--- src/rtl/multi_timer_io_device.sv ---
// Up to three prescaled down-counting timers behind a 16-register I/O slot,
// with sticky write-1-to-clear expiry flags, a maskable interrupt and a cycle counter.
module multi_timer_io_device #(
    parameter int          NUM_TIMERS     = 3,
    parameter logic [15:0] PRESCALE_RESET = 16'd49999
) (
    input  logic                  clk,
    input  logic                  reset_n,
    input  logic                  device_select,
    input  logic [3:0]            register_offset,
    input  logic                  read_req,
    input  logic                  write_req,
    input  logic [15:0]           wdata,
    output logic [15:0]           rdata,
    output logic [NUM_TIMERS-1:0] timer_expired,
    output logic                  irq
);
    localparam logic [3:0]  OFF_STATUS   = 4'hC;
    localparam logic [3:0]  OFF_PRESCALE = 4'hD;
    localparam logic [3:0]  OFF_CYCLE    = 4'hE;
    localparam logic [3:0]  OFF_ID       = 4'hF;
    localparam logic [15:0] ID_VALUE     = {8'hA5, 6'd0, 2'(NUM_TIMERS)};

    logic                  wr_en;
    logic                  tick;
    logic [15:0]           presc_reg;
    logic [15:0]           presc_cnt_reg;
    logic [15:0]           cycle_reg;
    logic [NUM_TIMERS-1:0] status_reg;
    logic [NUM_TIMERS-1:0] expired_reg;
    logic [NUM_TIMERS-1:0] expire_now;
    logic [NUM_TIMERS-1:0] ie_vec;
    logic [NUM_TIMERS-1:0] clear_mask;

    // Four timer slots exist in the map; slots beyond NUM_TIMERS read as absent.
    logic [3:0]        present;
    logic [3:0][15:0]  count_q;
    logic [3:0][15:0]  reload_q;
    logic [3:0][2:0]   ctrl_q;

    logic [1:0] slot;
    logic [1:0] field;

    assign wr_en = write_req && device_select;
    assign tick  = (presc_cnt_reg == 16'd0);
    assign slot  = register_offset[3:2];
    assign field = register_offset[1:0];

    // Prescaler: a PRESCALE write restarts the period from the written value.
    always_ff @(posedge clk or negedge reset_n) begin
        if (!reset_n) begin
            presc_reg     <= PRESCALE_RESET;
            presc_cnt_reg <= PRESCALE_RESET;
        end else if (wr_en && (register_offset == OFF_PRESCALE)) begin
            presc_reg     <= wdata;
            presc_cnt_reg <= wdata;
        end else if (tick) begin
            presc_cnt_reg <= presc_reg;
        end else begin
            presc_cnt_reg <= presc_cnt_reg - 16'd1;
        end
    end

    always_ff @(posedge clk or negedge reset_n) begin
        if (!reset_n) begin
            cycle_reg <= '0;
        end else if (wr_en && (register_offset == OFF_CYCLE)) begin
            cycle_reg <= wdata;
        end else begin
            cycle_reg <= cycle_reg + 16'd1;
        end
    end

    genvar gi;
    generate
        for (gi = 0; gi < 4; gi++) begin : g_timer
            if (gi < NUM_TIMERS) begin : g_present
                localparam logic [3:0] BASE = 4'(4 * gi);

                logic [15:0] count_reg;
                logic [15:0] reload_reg;
                logic [2:0]  ctrl_reg;
                logic        count_wr;
                logic        reload_wr;
                logic        ctrl_wr;

                assign count_wr  = wr_en && (register_offset == BASE);
                assign reload_wr = wr_en && (register_offset == BASE + 4'd1);
                assign ctrl_wr   = wr_en && (register_offset == BASE + 4'd2);

                // A bus write to COUNT or CTRL pre-empts tick processing this cycle.
                assign expire_now[gi] = tick && ctrl_reg[0] && !count_wr && !ctrl_wr &&
                                        (count_reg <= 16'd1);

                always_ff @(posedge clk or negedge reset_n) begin
                    if (!reset_n) begin
                        count_reg  <= '0;
                        reload_reg <= '0;
                        ctrl_reg   <= '0;
                    end else begin
                        if (reload_wr) begin
                            reload_reg <= wdata;
                        end
                        if (count_wr || ctrl_wr) begin
                            if (count_wr) begin
                                count_reg <= wdata;
                            end
                            if (ctrl_wr) begin
                                ctrl_reg <= wdata[2:0];
                            end
                        end else if (tick && ctrl_reg[0]) begin
                            if (count_reg <= 16'd1) begin
                                if (ctrl_reg[1]) begin
                                    count_reg <= reload_reg;
                                end else begin
                                    count_reg   <= '0;
                                    ctrl_reg[0] <= 1'b0;
                                end
                            end else begin
                                count_reg <= count_reg - 16'd1;
                            end
                        end
                    end
                end

                assign present[gi]  = 1'b1;
                assign count_q[gi]  = count_reg;
                assign reload_q[gi] = reload_reg;
                assign ctrl_q[gi]   = ctrl_reg;
                assign ie_vec[gi]   = ctrl_reg[2];
            end else begin : g_absent
                assign present[gi]  = 1'b0;
                assign count_q[gi]  = '0;
                assign reload_q[gi] = '0;
                assign ctrl_q[gi]   = '0;
            end
        end
    endgenerate

    assign clear_mask = (wr_en && (register_offset == OFF_STATUS)) ?
                        wdata[NUM_TIMERS-1:0] : '0;

    // Setting after clearing lets a same-cycle expiry beat the W1C.
    always_ff @(posedge clk or negedge reset_n) begin
        if (!reset_n) begin
            status_reg  <= '0;
            expired_reg <= '0;
        end else begin
            status_reg  <= (status_reg & ~clear_mask) | expire_now;
            expired_reg <= expire_now;
        end
    end

    assign timer_expired = expired_reg;
    assign irq           = |(status_reg & ie_vec);

    always_comb begin
        rdata = 16'h0000;
        if (read_req && device_select) begin
            rdata = 16'hFFFF;
            case (register_offset)
                OFF_STATUS:   rdata = 16'(status_reg);
                OFF_PRESCALE: rdata = presc_reg;
                OFF_CYCLE:    rdata = cycle_reg;
                OFF_ID:       rdata = ID_VALUE;
                default: begin
                    if (present[slot]) begin
                        case (field)
                            2'd0:    rdata = count_q[slot];
                            2'd1:    rdata = reload_q[slot];
                            2'd2:    rdata = {13'd0, ctrl_q[slot]};
                            default: rdata = 16'hFFFF;
                        endcase
                    end
                end
            endcase
        end
    end

endmodule

--- config.mk ---
export PLATFORM = sky130hd
export DESIGN_NAME = multi_timer_io_device
export DESIGN_NICKNAME = d
export VERILOG_FILES = /design/src/rtl/multi_timer_io_device.sv
export SDC_FILE = /design/constraint.sdc
export NUM_CORES = 1
export LEC_CHECK = 0
export ABC_AREA = 0
export CAP_MARGIN = 40
export CORE_MARGIN = 2
export CORE_UTILIZATION = 57
export DETAILED_ROUTE_END_ITERATION = 16
export DONT_BUFFER_PORTS = 1
export GPL_ROUTABILITY_DRIVEN = 0
export GPL_TIMING_DRIVEN = 0
export PLACE_DENSITY = 0.68
export SYNTH_ARGS = -nofsm -noshare
export SYNTH_HDL_FRONTEND = slang
export SYNTH_SLANG_ARGS = --single-unit
--- constraint.sdc ---
create_clock -name clk -period 2.8 [get_ports clk]
set_input_delay 0.7 -clock clk [delete_from_list [all_inputs] [get_ports clk]]
set_output_delay 0.7 -clock clk [all_outputs]
set_load 0.02 [all_outputs]
==> flow_summary_export.csv <==
group,metric,value,unit
die,initial_utilization,0.577,
route,dr_total_vias,9415,
power_and_ir_drop,power.density,780,mW/mm^2
run,cap_violations,0,
route,routed_wl,35200,microns
yosys,synth.avg_cell_area,8.81,sq um
clock_network,cts.sinks,159,
sta,finalHoldViolCount,24,
cells_and_area,drive_above_1_share,0.202,
cells_and_area,nets,1165,
global_routing,grt_use_total,0.389,
power_and_ir_drop,total_power,8700,uW
clock_network,ctsLongestPathBuffers,2,
die,coreArea,0.0171,sq mm
route,drcViolationCount,0,
sta,slew_headroom,0.412,
sta,slew_violations,0,
clock_network,cts_tree,"done",
clock_network,clkLatencyLatePin,0.44,ns
status,status,"finished, violations left",
route,wl_per_cell,25.7,microns
sta,tightest_slew,0.881,ns
power_and_ir_drop,ir_drop,0.480,mV
yosys,synth_edf_count,0,
yosys,synth.yosys.warnings,0,
critical_path,path_cells,"clkbuf_1, o21ai_0, a22oi_1, o21ai_1, a21oi_2",
status,violations,"hold timing, setup timing",
route,drtIter0Drc,1250,
place,io_buffer_count,0,
yosys,async_flop_share,1.00,
die,fp.dieW,135,microns
yosys,ys.flop_type,"dfrtp_1",
route,ant_nets,0,
yosys,syn_nets,1150,
power_and_ir_drop,clock_power_share,0.297,
sta,finalCriticalPeriod,2.81,ns
clock_network,cts_buffers,17,
yosys,syn_area,0.00983,sq mm
power_and_ir_drop,swShare,0.374,
die,rows,48,
die,design.die.area,0.0183,sq mm
critical_path,worstSetupEndpointType,"output pin",
critical_path,r2r-end,"g_timer[1].g_present.count_reg[1]",
yosys,synth_seq_cells,159,
sta,fmax,356,MHz
clock_network,clk_pin_slew_worst_paths,0.07,ns
power_and_ir_drop,p_sw,3260,uW
clock_network,cts-root-buf,"clkbuf_16",
power_and_ir_drop,p_leak,0.00451,uW
sta,setup_viol,1,
power_and_ir_drop,power_frac_seq,0.431,
min_path,min_path_type,"in -> async",
critical_path,arrival,2.11,ns
critical_path,cp_slowest_stage_delay,0.48,ns
critical_path,startpoint,"g_timer[2].g_present.ctrl_reg[1]",
yosys,yosysSeqAreaShare,0.407,
cells_and_area,syn2layout_area_growth,13.4,%
critical_path,required,2.10,ns
sta,setup_slack,-0.00663,ns
die,ioPinCount,45,
critical_path,rrSetupSlack,0.19,ns
die,die_h,135,microns
power_and_ir_drop,internal_power,5450,uW
global_routing,grt_overflow_total,0,
critical_path,cp-start-kind,"flip-flop",
place,dp_hpwl,24800,microns
critical_path,slowest_stage,"clkbuf_1",
route,via_per_inst,6.87,
sta,finClkSkew,0.0118,ns
sta,finalCritPeriodShare,1.00,
critical_path,r2r-start,"g_timer[1].g_present.count_reg[0]",
critical_path,rr_worst_depth,10,
route,dr.pass1.iters,7,
global_routing,antenna_found_initial,1,
sta,fin_hold_ws,-0.0455,ns
global_routing,grt_first_pass_wirelength,52900,microns
critical_path,cp_max_fo,10,
critical_path,critPathCapture,"rdata[1]",
yosys,synth_cell_types,74,
power_and_ir_drop,power_frac_comb,0.272,
global_routing,grt_pass1_vias,8760,
critical_path,crit_type,"reg -> out",
global_routing,grt_max_degree,160,
clock_network,cts.htree.levels,4,
yosys,syn_inst,1116,
==> per-layer routing <==
metal,track usage,vias to the layer above,part of all wire
met5,0,-,0.00028
met4,0.167,2,0.049
met3,0.110,114,0.10
met2,0.590,604,0.45
met1,0.525,4571,0.40
li1,-,4124,-
==> power groups by stage <==
stage          logic, uW  registers, uW  clock network (uW)
2_1_floorplan       1790           3380                   0
3_3_place_gp        2190           3640                   0
3_5_place_dp        2240           3650                   0
4_1_cts             2270           3670                2590
5_1_grt             2580           3790                2700
6_report            2370           3750                2580
==> layout make-up <==
cell class | count | area, sq um
fill | 1463 | 5900
sequential | 159 | 4010
clock inverter | 15 | 216
clock buffer | 17 | 425
tap | 225 | 282
timing repair buffer | 3 | 40.0
multi-input combinational | 854 | 5690
buffer | 79 | 430
antenna | 1 | 2.50
inverter | 17 | 63.8
==> layout by cell type (no fill, tap or decap), types with 7 or more instances in the layout <==
cell type	Yosys	routed
mux2i_1	25	15
o2bb2ai_1	12	10
clkbuf_2	0	10
xnor2_1	24	24
a21oi_1	71	67
buf_4	3	7
inv_1	17	16
o21ai_0	125	124
nand2_1	136	136
o21ai_1	7	8
xor2_1	25	25
a31oi_1	14	14
buf_2	17	16
mux2i_4	0	8
mux2_2	57	57
a211oi_1	13	9
a22oi_1	8	8
nor2_1	108	95
dfstp_2	18	18
clkbuf_1	60	36
o22ai_1	29	25
a311oi_1	21	21
a221oi_2	0	10
nor4_1	14	14
ha_1	9	9
or4_1	9	9
nor3_1	17	16
clkbuf_16	0	18
dfrtp_1	141	138
nor2_2	0	11
nand3_1	17	17
==> through the flow <==
stage	cell area (sq um)	util	setup TNS (ns)	instances	setup slack, ns
6_report	11200	0.654	-0.00663	1370	-0.00663
3_5_place_dp	10100	0.594	-6.52	1341	-0.457
2_1_floorplan	9860	-	0	1116	0.00666
3_3_place_gp	10100	0.594	-6.30	1341	-0.428
4_1_cts	11000	0.644	-0.0138	1370	-0.0138
5_1_grt	11200	0.654	-0.0637	1369	-0.0249
==> worst min path at each step <==
| stage | from | end | slack (ns) |
|---|---|---|---|
| finish | reset_n | g_timer[0].g_present.count_reg[4] | -0.05 |
| global route | reset_n | g_timer[0].g_present.count_reg[2] | -0.07 |
| CTS | reset_n | g_timer[0].g_present.reload_reg[15] | -0.06 |
| detailed placement | reset_n | g_timer[0].g_present.count_reg[6] | 0.41 |
| global placement | reset_n | g_timer[0].g_present.count_reg[5] | 0.41 |
| floorplan | reset_n | cycle_reg[0] | 0.40 |
==> Yosys cell counts (5+ instances only) <==
master,count,share of area
a211o_1,6,0.0053
a211oi_1,13,0.0099
a21o_1,5,0.0038
a21oi_1,71,0.036
a221oi_1,12,0.011
a22o_1,6,0.0053
a22oi_1,8,0.0061
a311oi_1,21,0.019
a31oi_1,14,0.0089
and3_1,5,0.0032
buf_2,17,0.0087
clkbuf_1,60,0.023
dfrtp_1,141,0.36
dfstp_2,18,0.048
ha_1,9,0.011
inv_1,17,0.0065
mux2_2,57,0.065
mux2i_1,25,0.025
nand2_1,136,0.052
nand2b_1,6,0.0038
nand3_1,17,0.0087
nand4_1,6,0.0038
nor2_1,108,0.041
nor3_1,17,0.0087
nor4_1,14,0.0089
o21ai_0,125,0.064
o21ai_1,7,0.0036
o22ai_1,29,0.018
o2bb2ai_1,12,0.011
o31ai_1,5,0.0038
o41ai_1,6,0.0053
or2_2,5,0.0032
or4_1,9,0.0069
xnor2_1,24,0.021
xor2_1,25,0.022
==> critical path, delay by kind of cell (launching register included) <==
| family | cells | cell delay (ns) |
|---|---|---|
| AOI/OAI and AO/OA | 4 | 0.84 |
| buffers and inverters | 1 | 0.48 |
| DFF | 1 | 0.34 |
==> cell families (layout without fill, tap and decap cells) <==
family / after synthesis / count (layout) / share of synthesized area
other: 0 / 1 / 0
xor gates and xnor gates: 49 / 49 / 0.0436
buffers and inverters: 103 / 131 / 0.0456
AOI/OAI and AO/OA: 352 / 352 / 0.222
and+or+nand+nor: 362 / 362 / 0.180
adders and majority gates: 9 / 9 / 0.0115
DFF: 159 / 159 / 0.407
muxes: 82 / 82 / 0.0907
==> repair_timing <==
| action | 4_1_cts | 5_1_grt |
|---|---|---|
| pin swaps | 7 | 9 |
| hold endpoints to repair | 141 | 141 |
| gates resized for setup | 64 | 40 |
| setup endpoints to repair | 17 | 19 |
| setup buffers | 0 | 2 |
| cloned | 0 | 1 |
(Power assumes the default switching activity.)
